===== src/rtl/hdmi_pkt_pkg.sv =====
// Shared definitions for the HDMI data-island packet path.
// Holds the packet type encoding, field widths, the scheduler state type and
// a helper that clamps an audio FIFO level to the samples one packet can carry.
package hdmi_pkt_pkg;

    localparam int unsigned PKT_TYPE_W   = 3;
    localparam int unsigned SAMPLE_CNT_W = 3;
    localparam int unsigned AUDIO_LVL_W  = 5;

    localparam logic [PKT_TYPE_W-1:0] PKT_NONE  = 3'd0;
    localparam logic [PKT_TYPE_W-1:0] PKT_ACR   = 3'd1;
    localparam logic [PKT_TYPE_W-1:0] PKT_AUDIO = 3'd2;
    localparam logic [PKT_TYPE_W-1:0] PKT_AVI   = 3'd3;
    localparam logic [PKT_TYPE_W-1:0] PKT_AIF   = 3'd4;

    localparam int unsigned MAX_AUDIO_SAMPLES = 4;

    // Bit positions in the pending-flag vector handed to the arbiter.
    localparam int unsigned PEND_ACR = 0;
    localparam int unsigned PEND_AVI = 1;
    localparam int unsigned PEND_AIF = 2;
    localparam int unsigned PEND_W   = 3;

    typedef enum logic [1:0] {
        StIdle,
        StArb,
        StBusy
    } sched_state_e;

    function automatic logic [SAMPLE_CNT_W-1:0] audio_samples(
        input logic [AUDIO_LVL_W-1:0] level
    );
        logic [SAMPLE_CNT_W-1:0] cnt;
        if (level >= AUDIO_LVL_W'(MAX_AUDIO_SAMPLES)) begin
            cnt = SAMPLE_CNT_W'(MAX_AUDIO_SAMPLES);
        end else begin
            cnt = level[SAMPLE_CNT_W-1:0];
        end
        return cnt;
    endfunction

endpackage


===== src/rtl/island_arbiter.sv =====
// Combinational fixed-priority selector for data-island packets.
// Order: urgent audio > ACR > AVI > AIF > non-urgent audio.
// Ports:
//   pend         in  pending flags (PEND_ACR/PEND_AVI/PEND_AIF bit positions)
//   audio_urgent in  audio FIFO level is at or above the urgency threshold
//   audio_level  in  samples held in the audio FIFO
//   win_type     out winning packet type, PKT_NONE when nothing is requested
//   win_count    out samples to carry when the winner is audio, else 0
module island_arbiter
    import hdmi_pkt_pkg::*;
(
    input  logic [PEND_W-1:0]       pend,
    input  logic                    audio_urgent,
    input  logic [AUDIO_LVL_W-1:0]  audio_level,
    output logic [PKT_TYPE_W-1:0]   win_type,
    output logic [SAMPLE_CNT_W-1:0] win_count
);

    logic audio_req;

    always_comb begin
        audio_req = (audio_level != '0);
        win_type  = PKT_NONE;
        win_count = '0;
        if (audio_req && audio_urgent) begin
            win_type  = PKT_AUDIO;
            win_count = audio_samples(audio_level);
        end else if (pend[PEND_ACR]) begin
            win_type = PKT_ACR;
        end else if (pend[PEND_AVI]) begin
            win_type = PKT_AVI;
        end else if (pend[PEND_AIF]) begin
            win_type = PKT_AIF;
        end else if (audio_req) begin
            win_type  = PKT_AUDIO;
            win_count = audio_samples(audio_level);
        end
    end

endmodule


===== src/rtl/island_scheduler.sv =====
// Data-island packet scheduler for the HDMI front end.
// Opens an arbitration window on each line_end, grants up to MAX_PKTS_PER_LINE
// packets one at a time to the encoder, and aborts a packet the encoder never
// finishes within TIMEOUT_CYCLES.
// Ports:
//   clk, rst          pixel clock; synchronous active-high reset
//   line_end          end-of-line pulse; opens the window, advances ACR counter
//   frame_end         end-of-frame pulse; requests AVI and Audio InfoFrames
//   island_ok         a new island may still start in this blanking
//   audio_level       samples in the external audio FIFO
//   pkt_done          encoder finished the current packet
//   pkt_start         one-cycle request to the encoder
//   pkt_type          granted packet type, held until the next grant
//   sample_count      audio samples carried by the granted packet
//   audio_pop         FIFO pops sample_count samples
//   busy              packet outstanding
//   timeout_err       sticky encoder-timeout flag
module island_scheduler
    import hdmi_pkt_pkg::*;
#(
    parameter int unsigned MAX_PKTS_PER_LINE = 2,
    parameter int unsigned ACR_PERIOD_LINES  = 64,
    parameter int unsigned AUDIO_URGENT      = 3,
    parameter int unsigned TIMEOUT_CYCLES    = 1023
) (
    input  logic                    clk,
    input  logic                    rst,
    input  logic                    line_end,
    input  logic                    frame_end,
    input  logic                    island_ok,
    input  logic [AUDIO_LVL_W-1:0]  audio_level,
    input  logic                    pkt_done,
    output logic                    pkt_start,
    output logic [PKT_TYPE_W-1:0]   pkt_type,
    output logic [SAMPLE_CNT_W-1:0] sample_count,
    output logic                    audio_pop,
    output logic                    busy,
    output logic                    timeout_err
);

    localparam int unsigned LineW = (ACR_PERIOD_LINES > 2) ? $clog2(ACR_PERIOD_LINES) : 1;
    localparam int unsigned WdW   = $clog2(TIMEOUT_CYCLES + 1);
    localparam int unsigned SlotW = 3;

    sched_state_e state_q, state_d;

    logic [LineW-1:0]        line_cnt_q, line_cnt_d;
    logic [SlotW-1:0]        slots_q, slots_d;
    logic [WdW-1:0]          wd_q, wd_d;
    logic [PEND_W-1:0]       pend_q, pend_d;
    logic                    pkt_start_q, pkt_start_d;
    logic [PKT_TYPE_W-1:0]   pkt_type_q, pkt_type_d;
    logic [SAMPLE_CNT_W-1:0] sample_count_q, sample_count_d;
    logic                    audio_pop_q, audio_pop_d;
    logic                    busy_q, busy_d;
    logic                    timeout_err_q, timeout_err_d;

    logic [PKT_TYPE_W-1:0]   win_type;
    logic [SAMPLE_CNT_W-1:0] win_count;
    logic                    audio_urgent;
    logic                    grant;
    logic                    done_ok;
    logic                    wd_expired;

    assign audio_urgent = (audio_level >= AUDIO_LVL_W'(AUDIO_URGENT));

    island_arbiter u_arbiter (
        .pend         (pend_q),
        .audio_urgent (audio_urgent),
        .audio_level  (audio_level),
        .win_type     (win_type),
        .win_count    (win_count)
    );

    assign grant      = (state_q == StArb) && island_ok &&
                        (slots_q < SlotW'(MAX_PKTS_PER_LINE)) && (win_type != PKT_NONE);
    assign done_ok    = (state_q == StBusy) && pkt_done;
    // Watchdog starts at 0 in the pkt_start cycle, so expiry lands TIMEOUT_CYCLES later.
    assign wd_expired = (state_q == StBusy) && !pkt_done && (wd_q == WdW'(TIMEOUT_CYCLES - 1));

    // State register and all datapath flops.
    always_ff @(posedge clk) begin
        if (rst) begin
            state_q        <= StIdle;
            line_cnt_q     <= '0;
            slots_q        <= '0;
            wd_q           <= '0;
            pend_q         <= '0;
            pkt_start_q    <= 1'b0;
            pkt_type_q     <= PKT_NONE;
            sample_count_q <= '0;
            audio_pop_q    <= 1'b0;
            busy_q         <= 1'b0;
            timeout_err_q  <= 1'b0;
        end else begin
            state_q        <= state_d;
            line_cnt_q     <= line_cnt_d;
            slots_q        <= slots_d;
            wd_q           <= wd_d;
            pend_q         <= pend_d;
            pkt_start_q    <= pkt_start_d;
            pkt_type_q     <= pkt_type_d;
            sample_count_q <= sample_count_d;
            audio_pop_q    <= audio_pop_d;
            busy_q         <= busy_d;
            timeout_err_q  <= timeout_err_d;
        end
    end

    // Next-state logic.
    always_comb begin
        state_d = state_q;
        unique case (state_q)
            StIdle: if (line_end) state_d = StArb;
            StArb:  state_d = grant ? StBusy : StIdle;
            StBusy: begin
                if (done_ok) begin
                    state_d = StArb;
                end else if (wd_expired) begin
                    state_d = StIdle;
                end
            end
            default: state_d = StIdle;
        endcase
    end

    // Datapath next values.
    always_comb begin
        line_cnt_d     = line_cnt_q;
        slots_d        = slots_q;
        wd_d           = wd_q;
        pend_d         = pend_q;
        pkt_start_d    = 1'b0;
        pkt_type_d     = pkt_type_q;
        sample_count_d = sample_count_q;
        audio_pop_d    = 1'b0;
        busy_d         = busy_q;
        timeout_err_d  = timeout_err_q;

        // Clears first so that a coincident set below wins.
        if (done_ok) begin
            case (pkt_type_q)
                PKT_ACR: pend_d[PEND_ACR] = 1'b0;
                PKT_AVI: pend_d[PEND_AVI] = 1'b0;
                PKT_AIF: pend_d[PEND_AIF] = 1'b0;
                default: ;
            endcase
        end

        if (line_end) begin
            if (line_cnt_q == LineW'(ACR_PERIOD_LINES - 1)) begin
                line_cnt_d       = '0;
                pend_d[PEND_ACR] = 1'b1;
            end else begin
                line_cnt_d = line_cnt_q + 1'b1;
            end
        end
        if (frame_end) begin
            pend_d[PEND_AVI] = 1'b1;
            pend_d[PEND_AIF] = 1'b1;
        end

        if (state_q == StIdle && line_end) begin
            slots_d = '0;
        end

        if (grant) begin
            slots_d        = slots_q + 1'b1;
            wd_d           = '0;
            pkt_start_d    = 1'b1;
            busy_d         = 1'b1;
            pkt_type_d     = win_type;
            sample_count_d = win_count;
        end

        if (done_ok) begin
            busy_d      = 1'b0;
            audio_pop_d = (pkt_type_q == PKT_AUDIO);
        end else if (wd_expired) begin
            busy_d        = 1'b0;
            timeout_err_d = 1'b1;
        end else if (state_q == StBusy) begin
            wd_d = wd_q + 1'b1;
        end
    end

    // Outputs.
    always_comb begin
        pkt_start    = pkt_start_q;
        pkt_type     = pkt_type_q;
        sample_count = sample_count_q;
        audio_pop    = audio_pop_q;
        busy         = busy_q;
        timeout_err  = timeout_err_q;
    end

endmodule


===== config.mk =====
export PLATFORM = sky130hd
export DESIGN_NAME = island_scheduler
export DESIGN_NICKNAME = d
export VERILOG_FILES = /design/src/rtl/hdmi_pkt_pkg.sv /design/src/rtl/island_arbiter.sv /design/src/rtl/island_scheduler.sv
export SDC_FILE = /design/constraint.sdc
export NUM_CORES = 1
export LEC_CHECK = 0
export ABC_AREA = 1
export BUFFER_PORTS_ARGS = -buffer_cell sky130_fd_sc_hd__buf_4
export CAP_MARGIN = 10
export CORE_MARGIN = 2
export CORE_UTILIZATION = 43
export DETAILED_ROUTE_END_ITERATION = 8
export PLACE_DENSITY = 0.6
export SLEW_MARGIN = 20
export SYNTH_ARGS = -nofsm -noshare
export SYNTH_HDL_FRONTEND = slang
export SYNTH_SLANG_ARGS = --single-unit

===== constraint.sdc =====
create_clock -name clk -period 3.9 [get_ports clk]
set_input_delay 0.78 -clock clk [delete_from_list [all_inputs] [get_ports clk]]
set_output_delay 0.78 -clock clk [all_outputs]
set_load 0.1 [all_outputs]

Yosys cells after proc, flatten, opt, wreduce, memory -nomap -nowiden:

Index checks and enable logic that the tools add are counted.

* output and inout port bits: 10
* word-level logic and storage cells: 83
* bits of input ports: 11
* register bits: 34

* $add $sub $neg: 3
* reductions and logical operators: 22
* magnitude comparators: 3
* bitwise operators: 1
* equal/unequal tests: 10
* mux-type cells: 31

Operator list (number)
* $mux W10: 4
* $mux W3: 13
* $mux W2: 6
* $add A10 B1 Y10 const B: 1
* $eq A10 B10 Y1 const B: 1
* $logic_and A1 B1 Y1: 8
* $reduce_and A2 Y1: 4
* $reduce_bool A2 Y1: 4
* $add A6 B1 Y6 const B: 1
* $eq A3 B2 Y1 const B: 2
* $eq A6 B6 Y1 const B: 1
* $mux W1: 6
* $mux W6: 1
* $pmux W2 S3: 1
* $ge A5 B2 Y1 const B: 1
* $ge A5 B3 Y1 const B: 1
* $reduce_bool A5 Y1: 1
* $add A3 B1 Y3 const B: 1
* $eq A3 B1 Y1 const B: 1
* $eq A3 B3 Y1 const B: 1
* $lt A3 B2 Y1 const B: 1
* $ne A3 B3 Y1 const B: 1
* $reduce_bool A3 Y1: 1
* $reduce_or A3 Y1: 1
* 7 further kinds: 7

Logic depth before layout (Yosys ltp):

* depth after elaboration: 12
* depth in mapped cells: 11
* gate-level depth less buffers: 11

Modules after synthesis:

A second synthesis with hierarchy kept.

* cells, all modules: 249
* area, all modules: 1764.2 um2

Modules (own cells, without submodules)
* island_scheduler: sequential area each 680.7 um2, cells an instance 218, times used 1, area each 1611.5 um2
* island_arbiter: sequential area each 0.0 um2, cells an instance 31, times used 1, area each 152.6 um2

Least setup slack after synthesis:

No wires, ideal clock.

* kind: input-to-reg
* start point: input audio_level[4]
* end point: register pkt_type_q[1], in the netlist pkt_type[1]
* path buffers: 1
* path slack: 2115 ps
* cell stages on the path: 8
* library setup time: 67 ps
* arrival: 1719 ps
* data required time: 3833 ps
* cell sequence: nor2_2 > nand2_1 > a21oi_4 > nand3_4 > nand2_4 > buf_12 > nand2_2 > a21oi_2

* longest elaborated chain between the ends: 8
* elaborated cells between the ends (all ways): 10
* classes of those cells: order compare: 1; mux: 5; reduce/logical: 4

Ends and longest elaborated chain
* start: declaration: RTL line island_scheduler.sv:31 `input logic [AUDIO_LVL_W-1:0] audio_level,`
* $reduce_bool A5 Y1: RTL line island_arbiter.sv:22 `audio_req = (audio_level != '0);`
* $mux W2: RTL line island_arbiter.sv:34 `end else if (audio_req) begin`
* $mux W3: RTL line island_arbiter.sv:32 `end else if (pend[PEND_AIF]) begin`
* $mux W3: RTL line island_arbiter.sv:30 `end else if (pend[PEND_AVI]) begin`
* $mux W3: RTL line island_arbiter.sv:28 `end else if (pend[PEND_ACR]) begin`
* $mux W3 *: RTL line island_arbiter.sv:25 `if (audio_req && audio_urgent) begin`
* $reduce_bool A3 Y1: RTL line island_scheduler.sv:76 `(slots_q < SlotW'(MAX_PKTS_PER_LINE)) && (win_type != PKT_NONE);`
* $logic_and A1 B1 Y1: RTL line island_scheduler.sv:76
* end signal: assignment: RTL line island_scheduler.sv:102 `pkt_type_q <= pkt_type_d;`
* end: declaration: RTL line island_scheduler.sv:52 `logic [PKT_TYPE_W-1:0] pkt_type_q, pkt_type_d;`

Every way passes the cells marked *; elsewhere a longest branch is shown, timed or not.
A chain may end at the register's enable or synchronous reset.

Worst setup path in the final report:

* start point: register pkt_type_q[1], in the netlist pkt_type[1]
* end point: output pkt_type[1]

RTL lines
* end: declaration: RTL line island_scheduler.sv:34 `output logic [PKT_TYPE_W-1:0] pkt_type,`

No word-level cell between the ends.

==> flow_metrics.py <==
metrics = {
    "layout": {
        "area_growth_pct": 15.25,
        "multi_input_area_um2": 875.8,
        "drive_gt1_share_pct": 22.78,
        "seqCellArea_um2": 680.7,
        "antenna_cells": 0,
        "layout.nets": 251,
        "nFillCells": 387,
    },
    "clock_tree": {
        "cts_tree": "built",
        "clock_path_buffers": 2,
        "clk_pin_slew_worst_paths_ps": 70,
        "numCtsBuffers": 5,
        "clkLatencyLatePin_ps": 290,
        "cts_sinks": 34,
        "ctsResizeCount": 0,
        "postCtsHoldBufs": 0,
        "htreeDepth": 2,
        "post_cts.repair.setup_buffers": 0,
        "ctsRootBufferMaster": "clkbuf_8",
    },
    "grt": {
        "grt_pass1_wl_um": 5920,
        "grt_overflow_total": 0,
        "track_usage_pct": 17.74,
        "grt_pass1_vias": 1310,
        "antenna_found_initial": 0,
        "grt_max_degree": 18,
    },
    "pwr": {
        "vdd_ir_drop_max_mv": 0.1861,
        "p_leak_nw": 0.7747,
        "power.density_mw_per_mm2": 366.8,
    },
    "yosys": {
        "syn-cell-area_mm2": 0.001690,
        "syn_area_per_cell_um2": 7.899,
        "synth_xor_area_share_pct": 2.073,
        "synth_fa_ha_area_share_pct": 2.961,
        "ys_seq_area_share_pct": 40.27,
        "async_flop_share_pct": 0,
        "synth_top_family_by_area": "simple AND/OR/NAND/NOR gates",
        "ys_types": 33,
        "synth_simple_gate_area_share_pct": 28.72,
        "synthesis.nets": 229,
        "synthMuxAreaShare_pct": 0,
        "synth-compound-area-share_pct": 18.06,
        "ys_warn_count": 0,
        "synthFlopType": "dfxtp_1",
        "synth_seq_cells": 34,
        "syn_inst": 214,
        "synth_edf_count": 0,
    },
    "placement": {
        "gp_congestion": 0.7855,
        "dp_hpwl_um": 2386,
        "pre_cts_ws_ps": 1835,
        "portBuffers": 20,
    },
    "timing": {
        "finalSetupViolations": 0,
        "worstMarginPinSlew_ps": 480.0,
        "finClkSkew_ps": 2.266,
        "slew-limit-headroom_pct": 67.97,
        "fin_tns_setup_ps": 0,
        "finalHoldViolCount": 0,
        "fmax_mhz": 537.5,
        "whs_ps": 453.6,
        "drv_slew": 0,
        "fin_crit_sh_pct": 47.70,
        "rsz0062_at_grt": "no",
        "postLayoutSetupSlackWorst_ps": 2040,
        "period_minus_slack_ps": 1860,
    },
    "drt": {
        "drc": 0,
        "vias_per_cell": 4.979,
        "post_drt_wl_per_cell_um": 11.81,
        "routed_wl_um": 3366,
        "dr.pass1.iters": 4,
        "drtIter0Drc": 72,
        "num_vias": 1419,
        "postRouteAntennaNets": 0,
    },
    "setup_path": {
        "crit_required_ps": 3120,
        "max_stage_delay_ps": 450,
        "worstPathCellList": "buf_4",
        "critPathMaxFanout": 6,
        "cp-start-kind": "register",
        "cp_top_family": "flip-flops",
        "slowest_stage": "dfxtp_1",
        "cp-end-kind": "output port",
        "crit_arrival_ps": 1080,
        "path_buf_inv": 1,
        "crit_type": "reg2out",
    },
    "status": {
        "status": "finished clean",
    },
    "die": {
        "num_io_pins": 21,
        "die_area_mm2": 0.004449,
        "die_w_um": 66.70,
        "dieHeight_um": 66.70,
        "core-area_mm2": 0.003716,
        "num_rows": 22,
        "initial_utilization_pct": 45.49,
    },
    "run": {
        "maxCapViolations": 0,
    },
    "hold_path": {
        "hp-class": "reg2reg",
    },
}
-- placed cells by master (no fill, tap or decap), types with 2 or more instances in the layout --
cell      instances
nand2_1          34
dfxtp_1          34
inv_1            23
nand3_1          23
buf_4            20
a21oi_1          19
o21ai_0          15
nor2_1           10
nand2_2           9
a21oi_2           8
clkbuf_8          6
ha_1              4
nor3_2            3
nor3_1            3
xor2_1            3
nand4_1           3
nor3b_1           2
o211ai_1          2
o31ai_1           2
-- worst paths after layout --
path / endpoint / slack (ps) / start / cells past startpoint
worst max-delay path: pkt_type[1] / 2040 / pkt_type[1]$_SDFFE_PP0P_ / 1
worst min register to register: busy$_SDFFE_PP0P_ / 450 / busy$_SDFFE_PP0P_ / 2
worst min-delay path: busy$_SDFFE_PP0P_ / 450 / busy$_SDFFE_PP0P_ / 2
worst max register to register: wd_q[6]$_SDFF_PP0_ / 2220 / wd_q[0]$_SDFF_PP0_ / 10
-- synth_stat cells, types with 2 or more instances --
cell type  count  area, um2
dfxtp_1       34      680.7
nand2_1       34      127.6
inv_1         23      86.33
nand3_1       23      115.1
a21oi_1       19      95.09
o21ai_0       15      75.07
nor2_1        10      37.54
nand2_2        9      56.30
a21oi_2        8      70.07
ha_1           4      50.05
nand4_1        3      18.77
nor3_1         3      15.01
nor3_2         3      30.03
xor2_1         3      26.28
clkbuf_1       2      7.510
nor3b_1        2      15.01
o211ai_1       2      15.01
o31ai_1        2      15.01
-- cells by family after synthesis --
group | count (synthesis)
xor gates and xnor gates | 4
and+or+nand+nor | 94
DFF | 34
adders and majority gates | 4
buffers and inverters | 29
AOI/OAI and AO/OA | 49
-- registers in the layout, indices dropped and copies added (netlist names) --
register,count
wd_q,10
busy,1
pkt_type,3
pend_q,3
sample_count,3
audio_pop,1
line_cnt_q,6
timeout_err,1
state_q,2
pkt_start,1
slots_q,3
-- report_power, final --
part	switching (mW)	internal (mW)	leakage, nW
combinational	0.0529	0.0235	0.451
clock	0.132	0.142	0.0482
sequential	0.00808	0.356	0.276
total	0.193	0.522	0.775
-- stage by stage --
step / instance area [um2] / instances / power [mW] / util [%]
floorplan: 1690 / 214 / 0.4283 / -
global placement: 1857 / 277 / 0.4486 / 49.97
detailed placement: 1857 / 277 / 0.4489 / 49.97
CTS: 1948 / 285 / 0.7200 / 52.42
global route: 1948 / 285 / 0.7395 / 52.42
finish: 1948 / 285 / 0.7145 / 52.42
-- worst reg2reg max path, cell delays in order (launching register included) --
cell     delay (ps)
dfxtp_1         410
inv_1            70
ha_1            190
nand3_1          80
nor2_1           50
nand2_1          70
nand2_2         200
inv_2           180
o21ai_0          90
o21ai_0         190
a21oi_2          40
-- layout make-up --
type	count	share of cell area (%)
well taps	48	3.083
clock buffers	7	4.432
inverters	24	4.624
repair buffers	20	7.707
multi-input cells	151	44.96
flip-flops and latches	34	34.94
clock inverters	1	0.2569
-- metal layers --
layer,vias up,GRT usage [%],routed length [um]
met5,-,0,0
met2,27,25.00,1373
met4,0,7.653,61
met1,626,25.23,1782
met3,6,4.561,148
li1,760,-,-
No activity file was read; power rests on OpenSTA's default activity.
